<file path="src/rtl/hazard_scoreboard_pkg.sv">
// Shared hazard encodings: Tuse/Tnew conventions used by the decoder and the
// forwarding select codes driven by the scoreboard.
package hazard_scoreboard_pkg;

   localparam logic [3:0] T_USE_AT_D       = 4'd0;
   localparam logic [3:0] T_USE_AT_E       = 4'd1;
   localparam logic [3:0] T_USE_AT_M       = 4'd2;
   localparam logic [3:0] T_USE_NEVER_READ = 4'hF;

   localparam logic [3:0] T_NEW_NO_NEW    = 4'd0;
   localparam logic [3:0] T_NEW_AT_ID_EX  = 4'd1;
   localparam logic [3:0] T_NEW_AT_EX_MEM = 4'd2;
   localparam logic [3:0] T_NEW_AT_MEM_WB = 4'd3;

   localparam int unsigned FWD_SEL_OWN    = 0;
   localparam int unsigned FWD_SEL_ID_EX  = 1;
   localparam int unsigned FWD_SEL_EX_MEM = 2;
   localparam int unsigned FWD_SEL_MEM_WB = 3;

endpackage

</file>
<file path="src/rtl/hazard_scoreboard_md_busy.sv">
// HI/LO busy tracker: a mult/div in E loads its latency, then the count
// drains to zero; busy while non-zero.
module hsb_md_busy #(
   parameter int unsigned MULT_LAT = 5,
   parameter int unsigned DIV_LAT  = 10,
   localparam int unsigned CW      = $clog2(DIV_LAT + 1)
) (
   input  logic clk_i,
   input  logic rst_i,
   input  logic start_i,
   input  logic is_div_i,
   output logic busy_o
);

   logic [CW-1:0] cnt_q, cnt_d;

   always_comb begin
      cnt_d = cnt_q;
      if (start_i) begin
         cnt_d = is_div_i ? CW'(DIV_LAT) : CW'(MULT_LAT);
      end else if (cnt_q != '0) begin
         cnt_d = cnt_q - CW'(1);
      end
   end

   always_ff @(posedge clk_i or posedge rst_i) begin
      if (rst_i) begin
         cnt_q <= '0;
      end else begin
         cnt_q <= cnt_d;
      end
   end

   assign busy_o = (cnt_q != '0);

endmodule

</file>
<file path="src/rtl/hazard_scoreboard.sv">
// Tnew/Tuse hazard scoreboard for the 5-stage pipeline: tracks in-flight
// producers after D, raises the D stall and picks forwarding sources.
module hazard_scoreboard
   import hazard_scoreboard_pkg::*;
#(
   parameter int unsigned NUM_STAGES = 3,
   parameter int unsigned REG_AW     = 5,
   parameter int unsigned T_W        = 4,
   parameter int unsigned MULT_LAT   = 5,
   parameter int unsigned DIV_LAT    = 10,
   localparam int unsigned FW        = $clog2(NUM_STAGES + 1)
) (
   input  logic              HSB_i_Clk,
   input  logic              HSB_i_Reset,
   input  logic [REG_AW-1:0] HSB_i_RsD,
   input  logic [REG_AW-1:0] HSB_i_RtD,
   input  logic [T_W-1:0]    HSB_i_TuseRs,
   input  logic [T_W-1:0]    HSB_i_TuseRt,
   input  logic [T_W-1:0]    HSB_i_TnewD,
   input  logic [REG_AW-1:0] HSB_i_RegWAddrD,
   input  logic              HSB_i_MdStartD,
   input  logic              HSB_i_MdIsDivD,
   input  logic              HSB_i_MdUseD,
   output logic              HSB_o_Stall,
   output logic [FW-1:0]     HSB_o_FwdRsD,
   output logic [FW-1:0]     HSB_o_FwdRtD,
   output logic [FW-1:0]     HSB_o_FwdRsE,
   output logic [FW-1:0]     HSB_o_FwdRtE,
   output logic [FW-1:0]     HSB_o_FwdRtM,
   output logic              HSB_o_MdBusy
);

   localparam logic [T_W-1:0] TUSE_NEVER = T_W'(T_USE_NEVER_READ);
   localparam logic [T_W-1:0] TNEW_NONE  = T_W'(T_NEW_NO_NEW);
   localparam logic [FW-1:0]  FWD_OWN    = FW'(FWD_SEL_OWN);

   function automatic logic [T_W-1:0] dec_sat(input logic [T_W-1:0] t);
      return (t == '0) ? '0 : t - T_W'(1);
   endfunction

   function automatic logic slot_hit(input logic [REG_AW-1:0] addr,
                                     input logic [REG_AW-1:0] op);
      return (addr != '0) && (addr == op);
   endfunction

   logic [REG_AW-1:0] slot_addr_q [NUM_STAGES];
   logic [T_W-1:0]    slot_tnew_q [NUM_STAGES];
   logic [REG_AW-1:0] rs_e_q, rt_e_q, rt_m_q;
   logic              md_start_e_q, md_is_div_e_q;
   logic              md_busy;
   logic              stall, stall_rs, stall_rt, stall_md;
   logic              hit_rs_d, hit_rt_d, hit_rs_e, hit_rt_e, hit_rt_m;

   always_ff @(posedge HSB_i_Clk or posedge HSB_i_Reset) begin
      if (HSB_i_Reset) begin
         for (int k = 0; k < NUM_STAGES; k++) begin
            slot_addr_q[k] <= '0;
            slot_tnew_q[k] <= '0;
         end
         rs_e_q        <= '0;
         rt_e_q        <= '0;
         rt_m_q        <= '0;
         md_start_e_q  <= 1'b0;
         md_is_div_e_q <= 1'b0;
      end else begin
         for (int k = 1; k < NUM_STAGES; k++) begin
            slot_addr_q[k] <= slot_addr_q[k-1];
            slot_tnew_q[k] <= dec_sat(slot_tnew_q[k-1]);
         end
         if (stall) begin
            // Bubble into ID/EX: nothing produced, nothing consumed.
            slot_addr_q[0] <= '0;
            slot_tnew_q[0] <= '0;
            rs_e_q         <= '0;
            rt_e_q         <= '0;
            md_start_e_q   <= 1'b0;
            md_is_div_e_q  <= 1'b0;
         end else begin
            slot_addr_q[0] <= (HSB_i_TnewD == TNEW_NONE) ? '0 : HSB_i_RegWAddrD;
            slot_tnew_q[0] <= dec_sat(HSB_i_TnewD);
            rs_e_q         <= HSB_i_RsD;
            rt_e_q         <= HSB_i_RtD;
            md_start_e_q   <= HSB_i_MdStartD;
            md_is_div_e_q  <= HSB_i_MdIsDivD;
         end
         rt_m_q <= rt_e_q;
      end
   end

   // Lowest slot is scanned first; the hit flags shadow older producers.
   always_comb begin
      stall_rs     = 1'b0;
      stall_rt     = 1'b0;
      hit_rs_d     = 1'b0;
      hit_rt_d     = 1'b0;
      hit_rs_e     = 1'b0;
      hit_rt_e     = 1'b0;
      hit_rt_m     = 1'b0;
      HSB_o_FwdRsD = FWD_OWN;
      HSB_o_FwdRtD = FWD_OWN;
      HSB_o_FwdRsE = FWD_OWN;
      HSB_o_FwdRtE = FWD_OWN;
      HSB_o_FwdRtM = FWD_OWN;
      for (int k = 0; k < NUM_STAGES; k++) begin
         if (!hit_rs_d && slot_hit(slot_addr_q[k], HSB_i_RsD)) begin
            hit_rs_d = 1'b1;
            stall_rs = (HSB_i_TuseRs != TUSE_NEVER) && (slot_tnew_q[k] > HSB_i_TuseRs);
            if (slot_tnew_q[k] == '0) HSB_o_FwdRsD = FW'(k + 1);
         end
         if (!hit_rt_d && slot_hit(slot_addr_q[k], HSB_i_RtD)) begin
            hit_rt_d = 1'b1;
            stall_rt = (HSB_i_TuseRt != TUSE_NEVER) && (slot_tnew_q[k] > HSB_i_TuseRt);
            if (slot_tnew_q[k] == '0) HSB_o_FwdRtD = FW'(k + 1);
         end
         if (k >= 1 && !hit_rs_e && slot_hit(slot_addr_q[k], rs_e_q)) begin
            hit_rs_e = 1'b1;
            if (slot_tnew_q[k] == '0) HSB_o_FwdRsE = FW'(k + 1);
         end
         if (k >= 1 && !hit_rt_e && slot_hit(slot_addr_q[k], rt_e_q)) begin
            hit_rt_e = 1'b1;
            if (slot_tnew_q[k] == '0) HSB_o_FwdRtE = FW'(k + 1);
         end
         if (k >= 2 && !hit_rt_m && slot_hit(slot_addr_q[k], rt_m_q)) begin
            hit_rt_m = 1'b1;
            if (slot_tnew_q[k] == '0) HSB_o_FwdRtM = FW'(k + 1);
         end
      end
   end

   hsb_md_busy #(
      .MULT_LAT (MULT_LAT),
      .DIV_LAT  (DIV_LAT)
   ) u_md_busy (
      .clk_i    (HSB_i_Clk),
      .rst_i    (HSB_i_Reset),
      .start_i  (md_start_e_q),
      .is_div_i (md_is_div_e_q),
      .busy_o   (md_busy)
   );

   // A start still sitting in E has not loaded the counter yet.
   assign stall_md     = HSB_i_MdUseD & (md_busy | md_start_e_q);
   assign stall        = stall_rs | stall_rt | stall_md;
   assign HSB_o_Stall  = stall;
   assign HSB_o_MdBusy = md_busy;

endmodule

</file>
<file path="config.mk">
export PLATFORM = sky130hd
export DESIGN_NAME = hazard_scoreboard
export DESIGN_NICKNAME = d
export VERILOG_FILES = /design/src/rtl/hazard_scoreboard_pkg.sv /design/src/rtl/hazard_scoreboard_md_busy.sv /design/src/rtl/hazard_scoreboard.sv
export SDC_FILE = /design/constraint.sdc
export NUM_CORES = 1
export LEC_CHECK = 0
export BUFFER_PORTS_ARGS = -buffer_cell sky130_fd_sc_hd__buf_2
export CORE_MARGIN = 5
export CORE_UTILIZATION = 30
export DETAILED_ROUTE_END_ITERATION = 6
export SLEW_MARGIN = 40
export SYNTH_ARGS = -nofsm -noshare
export SYNTH_HDL_FRONTEND = slang
export SYNTH_SLANG_ARGS = --single-unit
</file>
<file path="constraint.sdc">
create_clock -name HSB_i_Clk -period 2.8 [get_ports HSB_i_Clk]
set_input_delay 0.42 -clock HSB_i_Clk [delete_from_list [all_inputs] [get_ports HSB_i_Clk]]
set_output_delay 0.42 -clock HSB_i_Clk [all_outputs]
set_load 0.05 [all_outputs]
</file>
Yosys cells after proc, flatten, opt, wreduce, memory -nomap -nowiden
Index checks and enable logic that the tools add are counted.
{"block": "totals", "register_bits": 48, "out_inout_bits": 12, "elab_cells": 122}
{"block": "op_classes", "add_sub_neg": 4, "magnitude_cmp": 6, "n_eq_ne": 13, "mux": 45, "n_bitwise": 4, "reduce_logical": 38}
{"op": "$eq 5x5->1", "n": 11}
{"op": "$mux 2", "n": 18}
{"op": "$mux 4", "n": 7}
{"op": "$gt 4x4->1", "n": 6}
{"op": "$logic_and 1x1->1", "n": 23}
{"op": "$mux 5", "n": 4}
{"op": "$logic_not 4->1", "n": 4}
{"op": "$mux 1", "n": 16}
{"op": "$sub 4x1->4 const B", "n": 4}
{"op": "$reduce_bool 5->1", "n": 3}
{"op": "$ne 4x4->1 const B", "n": 2}
{"op": "$logic_not 1->1", "n": 6}
{"op": "$reduce_bool 4->1", "n": 1}
{"op": "$or 1x1->1", "n": 3}
{"op": "$reduce_bool 2->1", "n": 1}
{"op": "$and 1x1->1", "n": 1}

Longest topological paths before layout
{"block": "logic_depth", "depth_word": 12, "depth_mapped": 10, "mapped_depth_nobuf": 8}

Cells and area by module
From an unflattened synthesis, not the netlist that was laid out.
{"block": "unflattened", "hier_cells": 335, "hier_area_um2": 3269.4}
{"module": "hazard_scoreboard", "instances": 1, "cells_per_inst": 307, "area_per_inst_um2": 3006.6}
{"module": "hsb_md_busy", "instances": 1, "cells_per_inst": 28, "area_per_inst_um2": 262.8}

Least setup slack after synthesis
No wires, ideal clock.
{"block": "synth_path", "kind": "flip-flop to output port", "start": "register slot_addr_q[6] (netlist bit)", "end": "output port HSB_o_FwdRtE[1]", "arrival_time_ns": 3.362, "path_slack_ns": -0.982, "stages_incl_launch_ff": 7, "n_path_buf": 1, "cell_sequence": "dfrtp_1 -> buf_2 -> or4_1 -> nor2_1 -> nor4_1 -> nor4_1 -> a21o_1"}
{"block": "synth_between", "elab_chain_len": 6}
{"element": "from (decl)", "line": "hazard_scoreboard.sv:46", "rtl": "logic [REG_AW-1:0] slot_addr_q [NUM_STAGES];"}
{"element": "from (signal, indexed assignment)", "line": "hazard_scoreboard.sv:67", "rtl": "slot_addr_q[k] <= slot_addr_q[k-1];"}
{"element": "$eq 5x5->1 / $reduce_bool 5->1 (equally long branches)"}
{"element": "$logic_and 1x1->1 *", "line": "hazard_scoreboard.sv:43", "rtl": "return (addr != '0) && (addr == op);"}
{"element": "$mux 1", "line": "hazard_scoreboard.sv:119", "rtl": "if (k >= 1 && !hit_rt_e && slot_hit(slot_addr_q[k], rt_e_q)) begin"}
{"element": "$logic_not 1->1", "line": "hazard_scoreboard.sv:119"}
{"element": "$logic_and 1x1->1", "line": "hazard_scoreboard.sv:119"}
{"element": "$mux 2 *", "line": "hazard_scoreboard.sv:119"}
{"element": "to (decl)", "line": "hazard_scoreboard.sv:28", "rtl": "output logic [FW-1:0] HSB_o_FwdRtE,"}
Every way passes the cells marked *; elsewhere a longest branch is shown, timed or not.

Worst setup path after layout
{"block": "layout_path", "start": "register slot_addr_q[1] (netlist bit)", "end": "output port HSB_o_Stall"}
{"block": "layout_between", "elab_chain_len": 6}
{"element": "$eq 5x5->1 / $reduce_bool 5->1 (equally long branches)", "line": "hazard_scoreboard.sv:43"}
{"element": "$logic_and 1x1->1", "line": "hazard_scoreboard.sv:43"}
{"element": "$logic_and 1x1->1, on equally long branches", "line": "hazard_scoreboard.sv:105, hazard_scoreboard.sv:110"}
{"element": "$mux 1, on equally long branches", "line": "hazard_scoreboard.sv:105, hazard_scoreboard.sv:110"}
{"element": "$or 1x1->1 * (2 in a row)", "line": "hazard_scoreboard.sv:143", "rtl": "assign stall = stall_rs | stall_rt | stall_md;"}
{"element": "to (decl)", "line": "hazard_scoreboard.sv:24", "rtl": "output logic HSB_o_Stall,"}
Marked as above.

==> run_results.csv <==
group,metric,value,unit
yosys,ys_types,40,
timing,unrepaired_setup_endpoints_after_global_routing,"yes",
grt,grt_start_max_net_pins,49,
worst_setup_path,timing.critical_path.fanout_max,2,
final_layout,layout.area.seq,0.00121,sq mm
detailed_routing,topRoutingLayerUsed,"met4",
final_layout,post_route_cells_drive_above_1_share,26.9,%
yosys,seq_area_frac_synth,38.2,%
timing,final.min_clock_period,2800,ps
worst_setup_path,reg2reg_slack,610,ps
clocking,clock-root-buffer,"sky130_fd_sc_hd__clkbuf_8",
detailed_routing,detail_route.drc_violations,0,
power_and_ir_drop,intPower,1660,uW
final_layout,area_growth,26.0,%
worst_setup_path,worstPathRequired,2380,ps
yosys,ys_top_cells_by_area,"sky130_fd_sc_hd__dfrtp_1, sky130_fd_sc_hd__ha_1, sky130_fd_sc_hd__xnor2_1",
timing,final_worst_path_period_share,100,%
timing,worst_slew_pin_slew,651,ps
detailed_routing,ant_nets,0,
timing,hold_viol,0,
detailed_routing,drt-pass1-iter-count,5,
final_layout,footprint_of_the_multi_input_gates,0.00195,sq mm
yosys,synth.yosys.warnings,0,
final_layout,filler_cell_count,1041,
detailed_routing,route.layer.met1.wl,3640,um
worst_setup_path,crit-reg2reg-launch,"slot_tnew_q[1]$_DFF_PP0_",
worst_setup_path,arrival,2380,ps
detailed_routing,met3RoutedLength,382,um
run,maxCapViolCount,0,
yosys,yosys.cell_count.top_type,"sky130_fd_sc_hd__dfrtp_1",
floorplanning,die_w,112,um
detailed_routing,routed-via-count,2603,
timing,setup_violations,1,
grt,antenna_found_initial,0,
floorplanning,die_area,0.0126,sq mm
grt,grt_overflow,0,
floorplanning,initial_utilization,30.6,%
power_and_ir_drop,share_seq_of_total_power,37.9,%
timing,final_max_slew_viol_count,0,
power_and_ir_drop,share_clk_of_total_power,18.3,%
clocking,worstSkewPairLatency,300,ps
detailed_routing,drt-initial-drc-count,105,
grt,wire_length_of_the_first_global_routing_pass,13000,um
power_and_ir_drop,power.share.combinational,43.8,%
power_and_ir_drop,power.static_leakage,0.00190,uW
clocking,clock_tree.buffer_depth,2,
grt,number_of_global_route_vias_before_repair,2603,
power_and_ir_drop,irDropWorstVdd,0.235,mV
worst_setup_path,crit-reg2reg-capture,"slot_addr_q[13]$_DFF_PP0_",
timing,final.setup.tns,-3.12,ps
clocking,cts_buffers,5,
placement,dpl.hpwl,6250,um
placement,routabilityCongestion,0.786,
timing,slew_headroom,56.2,%
power_and_ir_drop,power.switching_fraction,38.2,%
clocking,cts_tree,"yes",
clocking,htree_num_levels,2,
yosys,synth_top_cell_by_area,"sky130_fd_sc_hd__dfrtp_1",
floorplanning,num_io_pins,44,
yosys,synth_largest_type_area_fraction,38.2,%
run_status,violations,"setup timing",
detailed_routing,wl_per_cell,15.0,um
worst_setup_path,critPathKind,"flop to primary output",
final_layout,final_nets,457,
timing,post-route-worst-setup-slack,-3.12,ps
worst_setup_path,worstSetupStartpointType,"flop",
yosys,synthesis.area_per_instance,9.30,sq um
yosys,synthTopCellsByCount,"sky130_fd_sc_hd__dfrtp_1, sky130_fd_sc_hd__nand2_1, sky130_fd_sc_hd__nor3_1, sky130_fd_sc_hd__xnor2_1, sky130_fd_sc_hd__xor2_1",
yosys,synth.ff_latch_count,48,
detailed_routing,drt_wl_total,8040,um
power_and_ir_drop,p_total,2680,uW
yosys,synthFlopType,"sky130_fd_sc_hd__dfrtp_1",
yosys,netlist_area_before_placement,0.00314,sq mm
yosys,syn-instance-count,338,
floorplanning,die_span_y,112,um
final_layout,insertedDiodeCount,0,
timing,final.hold.worst_slack,184,ps
worst_setup_path,end_kind,"primary output",
yosys,synthesis.nets,398,
worst_setup_path,r2r_cells,9,
grt,gr-usage-all-layers,12.5,%
floorplanning,core_region_area,0.0103,sq mm
floorplanning,rows,37,
power_and_ir_drop,power_density,677,mW/mm^2
min_path,hold_removal_path_class,"input pin to async pin",
timing,worst_clock_skew,10.6,ps
clocking,path_clk_slew,90,ps
detailed_routing,wl_met2,3950,um
run_status,outcome,"complete, but fails checks",
clocking,count_of_clock_tree_sinks,48,
yosys,synth-async-reset-ratio,100,%
detailed_routing,detail_route.vias_per_cell,4.87,
power_and_ir_drop,net-switching-power,1030,uW
yosys,synth_edf_count,0,
placement,place.port_buffers,43,
timing,fmax,357,MHz
-- final cells by class --
| type | instances | area share (%) |
|---|---|---|
| Inverter | 18 | 1.77 |
| Tap cell | 136 | 4.30 |
| Clock inverter | 2 | 0.885 |
| Multi-Input combinational cell | 254 | 49.1 |
| Sequential cell | 48 | 30.5 |
| Clock buffer | 6 | 1.83 |
| Timing Repair Buffer | 70 | 11.6 |
-- worst max path at each step --
stage | startpoint | to | slack, ps | cells after the start
global route | slot_tnew_q[9]$_DFF_PP0_ | HSB_o_Stall | -90 | 8
detailed placement | HSB_i_TuseRs[1] | HSB_o_Stall | 20 | 10
finish | slot_addr_q[1]$_DFF_PP0_ | HSB_o_Stall | -3 | 7
CTS | slot_addr_q[6]$_DFF_PP0_ | HSB_o_FwdRtD[0] | -20 | 6
floorplan | slot_tnew_q[1]$_DFF_PP0_ | HSB_o_FwdRtE[1] | -400 | 5
global placement | HSB_i_TuseRs[1] | HSB_o_Stall | 40 | 10
-- per-layer routing --
| metal | track usage [%] | vias to the layer above |
|---|---|---|
| met3 | 2.91 | 6 |
| li1 | - | 1287 |
| met5 | 0 | - |
| met4 | 2.48 | 0 |
| met1 | 16.2 | 1252 |
| met2 | 21.5 | 58 |
-- stage by stage --
stage                     std cells  utilization, %  setup WS (ps)  instance area, sq um
final                           534            38.5          -3.12                  3960
after global routing            534            38.5          -87.7                  3960
after CTS                       528            36.9          -15.9                  3790
after detailed placement        517            35.1           16.4                  3610
after global placement          517            35.1           42.7                  3610
after floorplan                 338               -           -400                  3170
-- registers in the layout (all words and copies together) (netlist names) --
signal / count
md_is_div_e_q: 1
md_start_e_q: 1
rs_e_q: 5
rt_e_q: 5
rt_m_q: 5
slot_addr_q: 15
slot_tnew_q: 12
u_md_busy.cnt_q: 4
-- worst max-delay path, stage by stage, from the launching register on --
cell	delay (ps)
sky130_fd_sc_hd__dfrtp_1	380
sky130_fd_sc_hd__or4_4	570
sky130_fd_sc_hd__nor2_4	110
sky130_fd_sc_hd__or4_4	140
sky130_fd_sc_hd__a211oi_2	30
sky130_fd_sc_hd__a211o_1	270
sky130_fd_sc_hd__or3b_4	410
sky130_fd_sc_hd__buf_8	160
-- power groups by stage --
stage	combinational (uW)	clock (uW)	sequential [uW]
2_1_floorplan	779	0	947
4_1_cts	1090	503	1010
6_report	1180	490	1020
3_3_place_gp	995	0	1020
5_1_grt	1300	523	1040
3_5_place_dp	1030	0	1020
-- cells by family (layout without fill, tap and decap cells) --
| group | after synthesis | count (layout) | synth area share (%) |
|---|---|---|---|
| AOI/OAI and AO/OA | 38 | 38 | 7.88 |
| xor gates and xnor gates | 59 | 59 | 16.4 |
| adders and majority gates | 28 | 28 | 11.1 |
| buffers and inverters | 36 | 96 | 4.90 |
| DFF | 48 | 48 | 38.2 |
| muxes | 2 | 2 | 0.637 |
| and+or+nand+nor | 127 | 127 | 20.8 |
-- placed cells by master (no fill, tap or decap), types with 2 or more instances in the layout --
cell type and count:
sky130_fd_sc_hd__a211oi_2 2, sky130_fd_sc_hd__inv_1 17, sky130_fd_sc_hd__nor4_2 3, sky130_fd_sc_hd__xnor2_1 30, sky130_fd_sc_hd__a21o_1 4, sky130_fd_sc_hd__nor4_1 4, sky130_fd_sc_hd__a21oi_1 7, sky130_fd_sc_hd__o21ai_2 2
sky130_fd_sc_hd__nor2_4 2, sky130_fd_sc_hd__buf_6 2, sky130_fd_sc_hd__dfrtp_1 42, sky130_fd_sc_hd__o211ai_1 4, sky130_fd_sc_hd__ha_4 4, sky130_fd_sc_hd__o21ai_1 2, sky130_fd_sc_hd__o31a_1 2, sky130_fd_sc_hd__nand4_1 10
sky130_fd_sc_hd__buf_2 36, sky130_fd_sc_hd__o21ai_0 6, sky130_fd_sc_hd__ha_1 24, sky130_fd_sc_hd__dfrtp_2 6, sky130_fd_sc_hd__nor2b_1 5, sky130_fd_sc_hd__buf_4 30, sky130_fd_sc_hd__nor2_1 10, sky130_fd_sc_hd__nand3b_1 3
sky130_fd_sc_hd__or4_4 4, sky130_fd_sc_hd__nand3_1 17, sky130_fd_sc_hd__or3b_4 2, sky130_fd_sc_hd__o31ai_1 2, sky130_fd_sc_hd__xor2_1 29, sky130_fd_sc_hd__a211o_1 2, sky130_fd_sc_hd__nand2_1 31, sky130_fd_sc_hd__buf_8 2
sky130_fd_sc_hd__nor3_1 29, sky130_fd_sc_hd__clkbuf_8 5
-- timing repair --
item / in CTS / in global routing
gates resized for setup: 18 / 27
pin swaps: 6 / 14
endpoints found under the setup margin: 4 / 8
buffers inserted: 3 / 6
hold buffers: 0 / 0
hold endpoints to repair: 0 / 0
(Power assumes the default switching activity.)
